## src/rtl/serial5_rx.sv

```systemverilog
// Serial frame receiver: start bit, 5 data bits LSB first, optional parity, stop bit.
// Bits are taken only on BIT_EN strobes; good words are held on Dout for the next stage.
module serial5_rx #(
  parameter int PARITY_EN = 1,
  parameter int PAR_ODD   = 0
) (
  input  logic       CLK,
  input  logic       RST,
  input  logic       SIN,
  input  logic       BIT_EN,
  output logic [4:0] Dout,
  output logic       VALID,
  output logic       PERR,
  output logic       FERR,
  output logic       BUSY
);

  localparam logic L_ODD = (PAR_ODD != 0);

  typedef enum logic [2:0] {
    S_IDLE   = 3'd0,
    S_DATA   = 3'd1,
    S_PARITY = 3'd2,
    S_STOP   = 3'd3,
    S_BREAK  = 3'd4
  } state_t;

  state_t     r_state, w_state_nxt;
  logic [2:0] r_cnt, w_cnt_nxt;
  logic [4:0] r_shift, w_shift_nxt;
  logic [4:0] r_dout, w_dout_nxt;
  logic       r_pflag, w_pflag_nxt;
  logic       r_valid, w_valid_nxt;
  logic       r_perr, w_perr_nxt;
  logic       r_ferr, w_ferr_nxt;
  logic       r_busy;

  // Valid/ready is not used here: BIT_EN is a qualifier only, SIN is consumed
  // exactly on cycles where BIT_EN=1 and ignored otherwise; the pulses have no back-pressure.
  always_comb begin
    w_state_nxt = r_state;
    w_cnt_nxt   = r_cnt;
    w_shift_nxt = r_shift;
    w_dout_nxt  = r_dout;
    w_pflag_nxt = r_pflag;
    w_valid_nxt = 1'b0;
    w_perr_nxt  = 1'b0;
    w_ferr_nxt  = 1'b0;
    if (BIT_EN) begin
      case (r_state)
        S_IDLE: begin
          if (!SIN) begin
            w_cnt_nxt   = 3'd0;
            w_pflag_nxt = 1'b0;
            w_state_nxt = S_DATA;
          end
        end
        S_DATA: begin
          w_shift_nxt = {SIN, r_shift[4:1]};
          w_cnt_nxt   = r_cnt + 3'd1;
          if (r_cnt == 3'd4) begin
            w_state_nxt = (PARITY_EN != 0) ? S_PARITY : S_STOP;
          end
        end
        S_PARITY: begin
          w_pflag_nxt = (^r_shift) ^ SIN ^ L_ODD;
          w_state_nxt = S_STOP;
        end
        S_STOP: begin
          // A framing error wins over a parity error: only FERR is reported.
          if (SIN) begin
            if (!r_pflag) begin
              w_dout_nxt  = r_shift;
              w_valid_nxt = 1'b1;
            end else begin
              w_perr_nxt = 1'b1;
            end
            w_state_nxt = S_IDLE;
          end else begin
            w_ferr_nxt  = 1'b1;
            w_state_nxt = S_BREAK;
          end
        end
        S_BREAK: begin
          if (SIN) begin
            w_state_nxt = S_IDLE;
          end
        end
        default: begin
          w_state_nxt = S_IDLE;
        end
      endcase
    end
  end

  always_ff @(posedge CLK or posedge RST) begin
    if (RST) begin
      r_state <= S_IDLE;
      r_cnt   <= 3'd0;
      r_shift <= 5'd0;
      r_dout  <= 5'd0;
      r_pflag <= 1'b0;
      r_valid <= 1'b0;
      r_perr  <= 1'b0;
      r_ferr  <= 1'b0;
      r_busy  <= 1'b0;
    end else begin
      r_state <= w_state_nxt;
      r_cnt   <= w_cnt_nxt;
      r_shift <= w_shift_nxt;
      r_dout  <= w_dout_nxt;
      r_pflag <= w_pflag_nxt;
      r_valid <= w_valid_nxt;
      r_perr  <= w_perr_nxt;
      r_ferr  <= w_ferr_nxt;
      r_busy  <= (w_state_nxt != S_IDLE);
    end
  end

  assign Dout  = r_dout;
  assign VALID = r_valid;
  assign PERR  = r_perr;
  assign FERR  = r_ferr;
  assign BUSY  = r_busy;

endmodule

```

## config.mk

```make
export PLATFORM = sky130hd
export DESIGN_NAME = serial5_rx
export DESIGN_NICKNAME = d
export VERILOG_FILES = /design/src/rtl/serial5_rx.sv
export SDC_FILE = /design/constraint.sdc
export NUM_CORES = 1
export LEC_CHECK = 0
export BUFFER_PORTS_ARGS = -buffer_cell sky130_fd_sc_hd__clkbuf_2
export CELL_PAD_IN_SITES_DETAIL_PLACEMENT = 0
export CELL_PAD_IN_SITES_GLOBAL_PLACEMENT = 1
export CORE_MARGIN = 3
export CORE_UTILIZATION = 40
export DETAILED_ROUTE_END_ITERATION = 7
export MAX_ROUTING_LAYER = met4
export PLACE_DENSITY = 0.75
export SYNTH_ARGS = -nofsm -noshare
export SYNTH_HDL_FRONTEND = slang
export SYNTH_SLANG_ARGS = --single-unit
```

## constraint.sdc

```tcl
create_clock -name CLK -period 2.4 [get_ports CLK]
set_clock_uncertainty 0.1 [all_clocks]
set_input_delay 0.24 -clock CLK [delete_from_list [all_inputs] [get_ports CLK]]
set_output_delay 0.24 -clock CLK [all_outputs]
set_load 0.05 [all_outputs]
```

==> flow_summary.json <==
{
  "port_buffers": 12,
  "areaGrowthSynthToFinish_pct": 11.1,
  "drive_gt1_share_pct": 32.3,
  "coreArea_sq_mm": 0.00232,
  "setup_viol": 0,
  "cts_root_buf": "clkbuf_4",
  "synthArstFlopShare_pct": 100,
  "ys.flop_type": "dfrtp_1",
  "gp_congestion": 0.810,
  "grt_pass1_vias": 602,
  "rsz0062_at_grt": "false",
  "track_usage_pct": 11.4,
  "grt_remaining_overflow": 0,
  "antenna_cells": 0,
  "syn_inst": 80,
  "required_ps": 2500,
  "crit_path_start_kind": "flip-flop",
  "antenna_found_initial": 0,
  "avgSynthCellArea_sq_um": 12.7,
  "wl_mm": 1.65,
  "dieWidth_um": 56.4,
  "grt_pass1_wl_mm": 2.76,
  "cts_tree": "done",
  "drtPass1Iterations": 3,
  "crit_arrival_ps": 1750,
  "hold_path.class": "primary input to flip-flop",
  "tns_ps": 0,
  "drc": 0,
  "synth-edff-count": 0,
  "slew_violations": 0,
  "vias": 634,
  "synthesis.nets": 86,
  "clkSinkCount": 21,
  "seq_area_frac_synth_pct": 51.7,
  "cts_made_buffers": 3,
  "via_per_inst": 5.24,
  "end_kind": "flip-flop",
  "synth_warnings": 0,
  "clock_path_buffers": 2,
  "layout_min_cycle_time_ps": 1660,
  "hold_violations": 0,
  "dp_cells": 116,
  "max-slew-margin-rel_pct": 47.6,
  "clk_pin_slew_ps": 110,
  "dieArea_sq_mm": 0.00318,
  "p_leak_nw": 0.553,
  "ys_ff_latch": 21,
  "n_fill_cell": 223,
  "fmax_ghz": 0.604,
  "layout_commonest_cell": "dfrtp_1",
  "drt_iter0_drc": 11,
  "dp_hpwl_mm": 1.22,
  "vdd_drop_max_v": 0.000907,
  "crit_fanout": 11,
  "synth_cell_type_count": 29,
  "initial_utilization_pct": 43.8,
  "mostFrequentLayoutCells": "dfrtp_1 (21), clkbuf_2 (12), mux2_2 (11)",
  "crit_type": "flip-flop to flip-flop",
  "dieHeight_um": 56.4,
  "grt_max_degree": 22,
  "ant_nets": 0,
  "status": "finished clean",
  "io_pins": 13,
  "drv_cap": 0,
  "synth_area_sq_mm": 0.00102,
  "power.density_mw_per_mm2": 1390,
  "rows": 17,
  "final_cells": 121,
  "worst_pin_slew_ps": 785,
  "htree_levels": 1,
  "layout.nets": 100,
  "period_share_pct": 69.0,
  "wire_per_inst_um": 13.6,
  "clock_latency_ps": 300
}
-- logic make-up after synthesis --
kind of cell    count (synthesis)  share of synthesized area [%]
compound gates                 13                           9.73
xor+xnor                        4                           4.80
fa+ha+maj                       2                           2.46
buf+inv                        11                           4.56
flops                          21                           51.7
mux                            12                           13.2
simple gates                   17                           13.5
-- through the flow --
stage / utilization (%) / hold slack, ps / instance area, sq um / worst slack (ps) / power, mW
after CTS: 48.7 / 112 / 1130 / 725 / 1.59
after detailed placement: 47.1 / 314 / 1090 / 749 / 1.42
final: 48.7 / 118 / 1130 / 745 / 1.57
after floorplan: - / 117 / 1020 / 963 / 1.30
after global routing: 48.7 / 121 / 1130 / 644 / 1.68
after global placement: 47.1 / 308 / 1090 / 765 / 1.40
-- sequential cells by signal, summed over array words and instances (netlist names) --
signal   count
r_state      3
r_shift      5
Dout         5
BUSY         1
r_pflag      1
VALID        1
r_cnt        3
FERR         1
PERR         1
-- timing repair --
action	4_1_cts	5_1_grt
gates resized for setup	0	0
hold buffers	1	0
endpoints found under the hold margin	21	0
setup buffers	0	0
-- critical path, stage by stage (launching register included) --
cell	delay (ps)
dfrtp_1	580
inv_1	170
nor3_4	330
mux2_2	370
-- path summary, 6_finish.rpt --
kind | slack, ps | cells past startpoint | endpoint | startpoint
max | 740 | 3 | r_shift[3] | r_state[0]
min | 120 | 2 | FERR | SIN
max reg2reg | 740 | 3 | r_shift[3] | r_state[0]
min reg2reg | 420 | 1 | Dout[1] | Dout[1]
max in group asynchronous | 1210 | 3 | r_pflag | RST
min in group asynchronous | 500 | 3 | r_cnt[2] | RST
-- layout make-up --
cell class                 count  area, sq um  area share [%]
sequential                    21          526            46.6
timing repair buffer          13         70.1            6.21
tap                           28         35.0            3.10
multi-input combinational     48          444            39.4
clock buffer                   3         22.5            2.00
inverter                       7         26.3            2.33
clock inverter                 1         5.00           0.443
-- layer usage --
| layer | vias to the layer above | global-route usage (%) | routed length (um) |
|---|---|---|---|
| met3 | 2 | 4.14 | 86 |
| met4 | 0 | 1.02 | 5 |
| li1 | 311 | - | - |
| met2 | 12 | 17.0 | 739 |
| met1 | 309 | 15.6 | 820 |
| met5 | - | - | 0 |
-- cells in the mapped netlist (2+ instances only) --
cell / number / share of area [%]
a21oi_1: 2 / 0.99
buf_2: 4 / 2.0
dfrtp_1: 21 / 52
ha_1: 2 / 2.5
inv_1: 7 / 2.6
mux2_2: 11 / 12
nand2_1: 2 / 0.74
nand2b_1: 2 / 1.2
nor2_1: 2 / 0.74
nor2b_1: 3 / 1.8
nor3_4: 2 / 3.2
o22ai_1: 3 / 1.8
xnor2_1: 3 / 2.6
-- report_power, final --
part,switching [mW],internal [mW]
clock network,0.103,0.0621
registers,0.166,0.498
logic,0.393,0.348
total,0.662,0.908
No activity file was read; power rests on OpenSTA's default activity.
